==> config.mk <==
export PLATFORM = sky130hd
export DESIGN_NAME = input_port_unit
export DESIGN_NICKNAME = d
export VERILOG_FILES = /design/src/rtl/input_port_unit.sv
export SDC_FILE = /design/constraint.sdc
export NUM_CORES = 1
export LEC_CHECK = 0
export BUFFER_PORTS_ARGS = -buffer_cell sky130_fd_sc_hd__buf_2
export CORE_MARGIN = 4
export CORE_UTILIZATION = 40
export CTS_BUF_LIST = sky130_fd_sc_hd__clkbuf_8
export CTS_CLUSTER_DIAMETER = 80
export DETAILED_ROUTE_END_ITERATION = 10
export GPL_ROUTABILITY_DRIVEN = 0
export GPL_TIMING_DRIVEN = 0
export HOLD_SLACK_MARGIN = 0.03
export PLACE_DENSITY = 0.67
export RECOVER_POWER = 100
export SYNTH_ARGS = -nofsm -noshare
export SYNTH_HDL_FRONTEND = slang
export SYNTH_SLANG_ARGS = --single-unit
==> constraint.sdc <==
create_clock -name clk -period 4.8 [get_ports clk]
set_input_delay 1.2 -clock clk [delete_from_list [all_inputs] [get_ports clk]]
set_output_delay 1.2 -clock clk [all_outputs]
set_load 0.02 [all_outputs]
==> src/rtl/input_port_unit.sv <==
// Router input port: circular flit FIFO, per-packet route latch, valid/ready
// hand-off to the switch stage. Stray non-head flits are dropped in IDLE.
package input_port_unit_pkg;
    typedef enum logic [2:0] {
        LOCAL = 3'd0,
        NORTH = 3'd1,
        SOUTH = 3'd2,
        WEST  = 3'd3,
        EAST  = 3'd4
    } inout_Port;

    typedef enum logic [1:0] {
        HEAD     = 2'b00,
        BODY     = 2'b01,
        TAIL     = 2'b10,
        HEADTAIL = 2'b11
    } flit_type_t;
endpackage

module input_port_unit #(
    parameter int BUFFER_SIZE     = 8,
    parameter int FLIT_SIZE       = 32,
    parameter int x_Des_Addr_Size = 2,
    parameter int y_Des_Addr_Size = 2
) (
    input  logic                             clk,
    input  logic                             rst,
    input  logic [FLIT_SIZE-1:0]             data_i,
    input  logic                             valid_i,
    output logic                             ready_o,
    output logic [x_Des_Addr_Size-1:0]       x_Dest,
    output logic [y_Des_Addr_Size-1:0]       y_Dest,
    input  input_port_unit_pkg::inout_Port   port_i,
    output logic [FLIT_SIZE-1:0]             data_o,
    output logic                             valid_o,
    output input_port_unit_pkg::inout_Port   port_o,
    input  logic                             ready_i,
    output logic                             error_o
);
    import input_port_unit_pkg::*;

    localparam int PTR_W = $clog2(BUFFER_SIZE);
    localparam int CNT_W = PTR_W + 1;

    typedef enum logic {IDLE, ACTIVE} state_t;

    state_t               state, state_next;
    logic [FLIT_SIZE-1:0] mem [BUFFER_SIZE];
    logic [PTR_W-1:0]     wr_ptr, rd_ptr;
    logic [CNT_W-1:0]     count;
    logic [FLIT_SIZE-1:0] front;
    flit_type_t           front_type;
    logic                 empty, push, pop, drop, latch_route, front_is_last;

    assign empty         = (count == '0);
    assign ready_o       = (count != CNT_W'(BUFFER_SIZE));
    assign front         = mem[rd_ptr];
    assign front_type    = flit_type_t'(front[FLIT_SIZE-1 -: 2]);
    assign front_is_last = (front_type == TAIL) || (front_type == HEADTAIL);
    assign x_Dest        = empty ? '0 : front[FLIT_SIZE-3 -: x_Des_Addr_Size];
    assign y_Dest        = empty ? '0 : front[FLIT_SIZE-3-x_Des_Addr_Size -: y_Des_Addr_Size];
    assign data_o        = valid_o ? front : '0;
    assign push          = valid_i && ready_o;
    assign pop           = (valid_o && ready_i) || drop;

    // Flit storage; contents are don't-care until written, so no reset
    always_ff @(posedge clk) begin
        if (push) mem[wr_ptr] <= data_i;
    end

    // FIFO pointers and occupancy; reset flushes everything at once
    always_ff @(posedge clk or posedge rst) begin
        if (rst) begin
            wr_ptr <= '0;
            rd_ptr <= '0;
            count  <= '0;
        end else begin
            if (push) wr_ptr <= wr_ptr + 1'b1;
            if (pop)  rd_ptr <= rd_ptr + 1'b1;
            case ({push, pop})
                2'b10:   count <= count + 1'b1;
                2'b01:   count <= count - 1'b1;
                default: ;
            endcase
        end
    end

    // State register, latched route and registered drop pulse
    always_ff @(posedge clk or posedge rst) begin
        if (rst) begin
            state   <= IDLE;
            port_o  <= LOCAL;
            error_o <= 1'b0;
        end else begin
            state   <= state_next;
            error_o <= drop;
            if (latch_route) port_o <= port_i;
        end
    end

    // Next state, routing/drop decisions and switch-side valid
    always_comb begin
        state_next  = state;
        valid_o     = 1'b0;
        drop        = 1'b0;
        latch_route = 1'b0;
        case (state)
            IDLE: begin
                if (!empty) begin
                    if ((front_type == HEAD) || (front_type == HEADTAIL)) begin
                        latch_route = 1'b1;
                        state_next  = ACTIVE;
                    end else begin
                        drop = 1'b1;
                    end
                end
            end
            ACTIVE: begin
                valid_o = !empty;
                if (valid_o && ready_i && front_is_last) state_next = IDLE;
            end
            default: state_next = IDLE;
        endcase
    end
endmodule

# Word-level counts from Yosys, hierarchy flattened
# Memory sizes are Yosys's and may differ from the RTL's.
# Index checks and enable logic that the tools add are counted.
dict set report totals {
  reg_bits 15
  latch_bits 0
  ram_bits 256
  romBits 0
  inputBits 39
  out_inout_bits 42
  wordCells 43
  n_memories 1
}
# name words word_bits read_ports rd_ports_with_merged_regs write_ports line_no
set mem_list {}
lappend mem_list {mem 8 32 1 0 1 48} ;# logic [FLIT_SIZE-1:0] mem [BUFFER_SIZE];
dict set report classes {
  n_addsub 4
  multipliers 0
  n_div 0
  n_lt_le_gt_ge 0
  eq_ne 5
  shifts 0
  muxes 15
  n_bitwise 1
  n_reduce_logical 11
}
# op n
set ops {}
lappend ops {{$mux 32} 1}
lappend ops {{$mux 1} 10}
lappend ops {{$pmux 4 s2} 1}
lappend ops {{$add 3x1->3 const B} 2}
lappend ops {{$eq 2x2->1 const B} 3}
lappend ops {{$add 4x1->4 const B} 1}
lappend ops {{$logic_and 1x1->1} 4}
lappend ops {{$logic_not 4->1} 1}
lappend ops {{$mux 2} 2}
lappend ops {{$ne 4x4->1 const B} 1}
lappend ops {{$sub 4x1->4 const B} 1}
lappend ops {{$logic_or 1x1->1} 3}
lappend ops {{$eq 2x1->1 const B} 1}
lappend ops {{$logic_not 2->1} 1}
lappend ops {{$pmux 1 s2} 1}
lappend ops {{$reduce_bool 2->1} 1}
lappend ops {{$logic_not 1->1} 1}
lappend ops {{$not 1->1} 1}

# Logic depth before layout (Yosys ltp)
# An unclocked memory read counts as a cell.
dict set report depth {
  depth_word 9
  ltp_mapped 13
}

# Worst setup path after synthesis
# OpenSTA, ideal clock, no wires.
dict set report synth_path {
  path_kind {input to register}
  from {input valid_i}
  to {memory mem[0][0] (enable)}
  arrival_ns 3.548
  t_required_ns 4.339
  path_slack_ns 0.791
  path_stages 2
  path_buffers 0
  path_cell_list {nand3b_1 -> nor3_1}
}
dict set report synth_via {
  elab_chain_cells 3
}
# element line_no
set synth_lines {}
lappend synth_lines {{start: declaration} 29} ;# input logic valid_i,
lappend synth_lines {{$logic_and 1x1->1} 63} ;# assign push = valid_i && ready_o;
lappend synth_lines {{$mux 1} 68} ;# if (push) mem[wr_ptr] <= data_i;
lappend synth_lines {{$mux 1 (not written as such)} 68}
lappend synth_lines {{end: declaration} 48}
# Every way passes these cells.

# Worst setup path after layout
dict set report layout_path {
  from {register count[0]}
  to {output data_o[5]}
}
dict set report layout_via {
  elab_chain_cells 4
}
# element line_no
set layout_lines {}
lappend layout_lines {{start: declaration} 50} ;# logic [CNT_W-1:0] count;
lappend layout_lines {{start signal: assignment} 81} ;# 2'b10: count <= count + 1'b1;
lappend layout_lines {{start signal: assignment} 82} ;# 2'b01: count <= count - 1'b1;
lappend layout_lines {{$logic_not 4->1} 55} ;# assign empty = (count == '0);
lappend layout_lines {{$logic_not 1->1} 119} ;# valid_o = !empty;
lappend layout_lines {{$mux 1} 107} ;# case (state)
lappend layout_lines {{$mux 32} 62} ;# assign data_o = valid_o ? front : '0;
lappend layout_lines {{end: declaration} 34} ;# output logic [FLIT_SIZE-1:0] data_o,
# Every way passes these cells.

==> impl_metrics.env <==
export IMPL_relSlewSlack_pct=-26.0
export IMPL_synth_edf_count=256
export IMPL_cts_clk_slew_worst_paths_ps=70
export IMPL_worstSkewPairLatency_ps=540
export IMPL_cts_hold_buf=0
export IMPL_endpoint="data_o[5]"
export IMPL_synth_cells=474
export IMPL_yosys_top_cells_count="edfxtp_1 (256), mux4_2 (64), a22o_1 (21)"
export IMPL_vdd_ir_drop_max_uv=488
export IMPL_synth_top_area_share_pct=73.0
export IMPL_setup_viol=0
export IMPL_dp_hpwl_mm=13.9
export IMPL_cts_sinks=271
export IMPL_postCtsSetupRepairBufs=0
export IMPL_power_leakage_uw=0.00395
export IMPL_cts_resized=0
export IMPL_place_ws_ps=444
export IMPL_synth_area_leaders="edfxtp_1 (73%), mux4_2 (14%), dfrtp_1 (3.6%)"
export IMPL_crit_type="reg2out"
export IMPL_core_area_um2=26000
export IMPL_max_freq_ghz=0.223
export IMPL_syn_avg_cell_area_um2=22.2
export IMPL_combPwrFrac_pct=37.0
export IMPL_slew_viol_final=125
export IMPL_antenna_cells=0
export IMPL_cts_tree="done"
export IMPL_synthArstFlopShare_pct=5.54
export IMPL_power_density_nw_per_um2=639
export IMPL_timing_critical_path_from="count[0]"
export IMPL_r2r_cells=12
export IMPL_ant_nets=0
export IMPL_clockBufferDepth=3
export IMPL_cp_arrival_ps=3290
export IMPL_rows=59
export IMPL_port_buffers=80
export IMPL_wl_per_cell_um=22.6
export IMPL_clock_root_buffer="clkbuf_8"
export IMPL_finalCritPeriodShare_pct=93.6
export IMPL_grt_setup_unrepaired="no"
export IMPL_hold_violations=0
export IMPL_seq_power_share_pct=41.1
export IMPL_drtPass1Iterations=5
export IMPL_violations="max-capacitance violations, max-slew violations"
export IMPL_netlist_area_um2=10500
export IMPL_p_sw_share_pct=35.2
export IMPL_worstMarginPinSlew_ps=1880
export IMPL_final_cell_area_um2=12000
export IMPL_synth_top_area_cell="edfxtp_1"
export IMPL_area_delta_synth_final_pct=14.2
export IMPL_ys_seq_area_share_pct=76.5
export IMPL_cp_end_kind="primary output"
export IMPL_wirelength_mm=22.1
export IMPL_outcome="complete, but fails checks"
export IMPL_final_cells=980
export IMPL_grt_max_degree=25
export IMPL_cts_buffers=43
export IMPL_die_x_um=170
export IMPL_yosys_warnings=0
export IMPL_dp_cells=902
export IMPL_netSwitchingPower_uw=2700
export IMPL_synth_main_ff_cell="edfxtp_1"
export IMPL_dieArea_um2=29000
export IMPL_grt_usage_pct=15.6
export IMPL_timing_rr_start="rd_ptr[0]"
export IMPL_path_max_fanout=10
export IMPL_dpl_instance_area_um2=11600
export IMPL_p_clk_share_pct=22.0
export IMPL_h_tree_depth=2
export IMPL_vias=5160
export IMPL_drc_errors=0
export IMPL_drtIter0Drc=386
export IMPL_start_util_pct=40.5
export IMPL_internal_power_uw=4970
export IMPL_drive_above_1_share_pct=23.9
export IMPL_viasPerCell=5.27
export IMPL_synth_cell_types=37
export IMPL_r2r_slack_ps=410
export IMPL_setup_slack_ps=309
export IMPL_fin_skew_ps=20.6
export IMPL_die_y_um=170
export IMPL_max_cap_viol_count=7
export IMPL_gr_total_overflow=0
export IMPL_synth_seq_cells=271
export IMPL_syn_nets=521
export IMPL_nets=659
export IMPL_ios=81
export IMPL_min_period_ps=4490
export IMPL_hold_class="reg2reg"
export IMPL_grt_pass1_vias=5585
export IMPL_grt_pass1_wl_mm=33.5
export IMPL_rr_endpoint="count[3]"
export IMPL_critPathRequiredTime_ps=3600
export IMPL_antenna_found_initial=1
export IMPL_start_kind="register"
export IMPL_synth_most_common_cell="edfxtp_1"
stage by stage:
step / setup TNS (ps) / util [%] / power [µW] / hold WS, ps
4_1_cts: 0 / 47.6 / 7970 / 508
2_1_floorplan: 0 / - / 5250 / 485
3_3_place_gp: -110950 / 43.7 / 6090 / 486
6_report: 0 / 46.3 / 7680 / 510
5_1_grt: 0 / 46.3 / 8130 / 547
3_5_place_dp: 0 / 44.7 / 6270 / 495
layer usage:
layer	wire [µm]	GRT usage (%)
met5	10	0
met4	377	4.72
met3	1580	4.00
met2	10900	25.7
met1	9250	20.5
worst max-delay path: stages (launching register included):
cell and delay [ps]:
dfrtp_1 360, clkbuf_1 220, o41ai_4 890, nor2_1 430, clkbuf_2 350, a22o_1 300
clkbuf_1 190
power groups by stage:
stage          sequential, µW  combinational, µW  clock, µW
6_report                 3150               2840       1690
3_5_place_dp             3190               3080          0
3_3_place_gp             3200               2890          0
4_1_cts                  3150               3090       1730
2_1_floorplan            3180               2060          0
5_1_grt                  3180               3090       1850
placed cells by master (no fill, tap or decap), drive strengths merged, types with 2 or more instances in the layout:
cell and instances:
clkinv 17, nand2b 2, nor2 19, mux2i 6
a22o 26, nand2 7, nor3 3, xnor2 5
mux2 6, mux4 64, buf 21, ha 7
nor3b 3, o21ai 2, clkbuf 136, a21oi 4
nand3 3, or4b 2, inv 29, edfxtp 256
dfrtp 15
sequential cells by signal, indices dropped and copies added (netlist names):
signal and cells:
count 4, wr_ptr 3, mem 256, rd_ptr 3, port_o 3, error_o 1
state 1
kinds of logic after synthesis:
group                      after synthesis  synth area share [%]
AOI/OAI and AO/OA                       38                  3.17
and+or+nand+nor                         43                  2.27
DFF                                    271                  76.5
xor gates and xnor gates                 6                 0.499
adders and majority gates                8                  1.02
buffers and inverters                   32                  1.60
muxes                                   76                  14.9
layout make-up:
type	count	area, µm²
buffer	21	108
clock buffer	43	592
clock inverter	35	148
fill	2250	14000
inverter	11	41.3
multi-input combinational	171	2290
sequential	271	8060
tap	335	419
timing repair buffer	93	362
how the worst min path moves through the flow:
| stage | start | end | slack [ps] | depth (start not counted) |
|---|---|---|---|---|
| final | port_o[0] | port_o[0] | 510 | 1 |
| after global placement | port_o[1] | port_o[1] | 490 | 1 |
| after CTS | port_o[0] | port_o[0] | 510 | 1 |
| after detailed placement | port_o[0] | port_o[0] | 490 | 1 |
| after global routing | port_o[1] | port_o[1] | 550 | 1 |
| after floorplan | wr_ptr[0] | wr_ptr[0] | 480 | 1 |
Note: power is estimated with default switching activity, not from simulation.
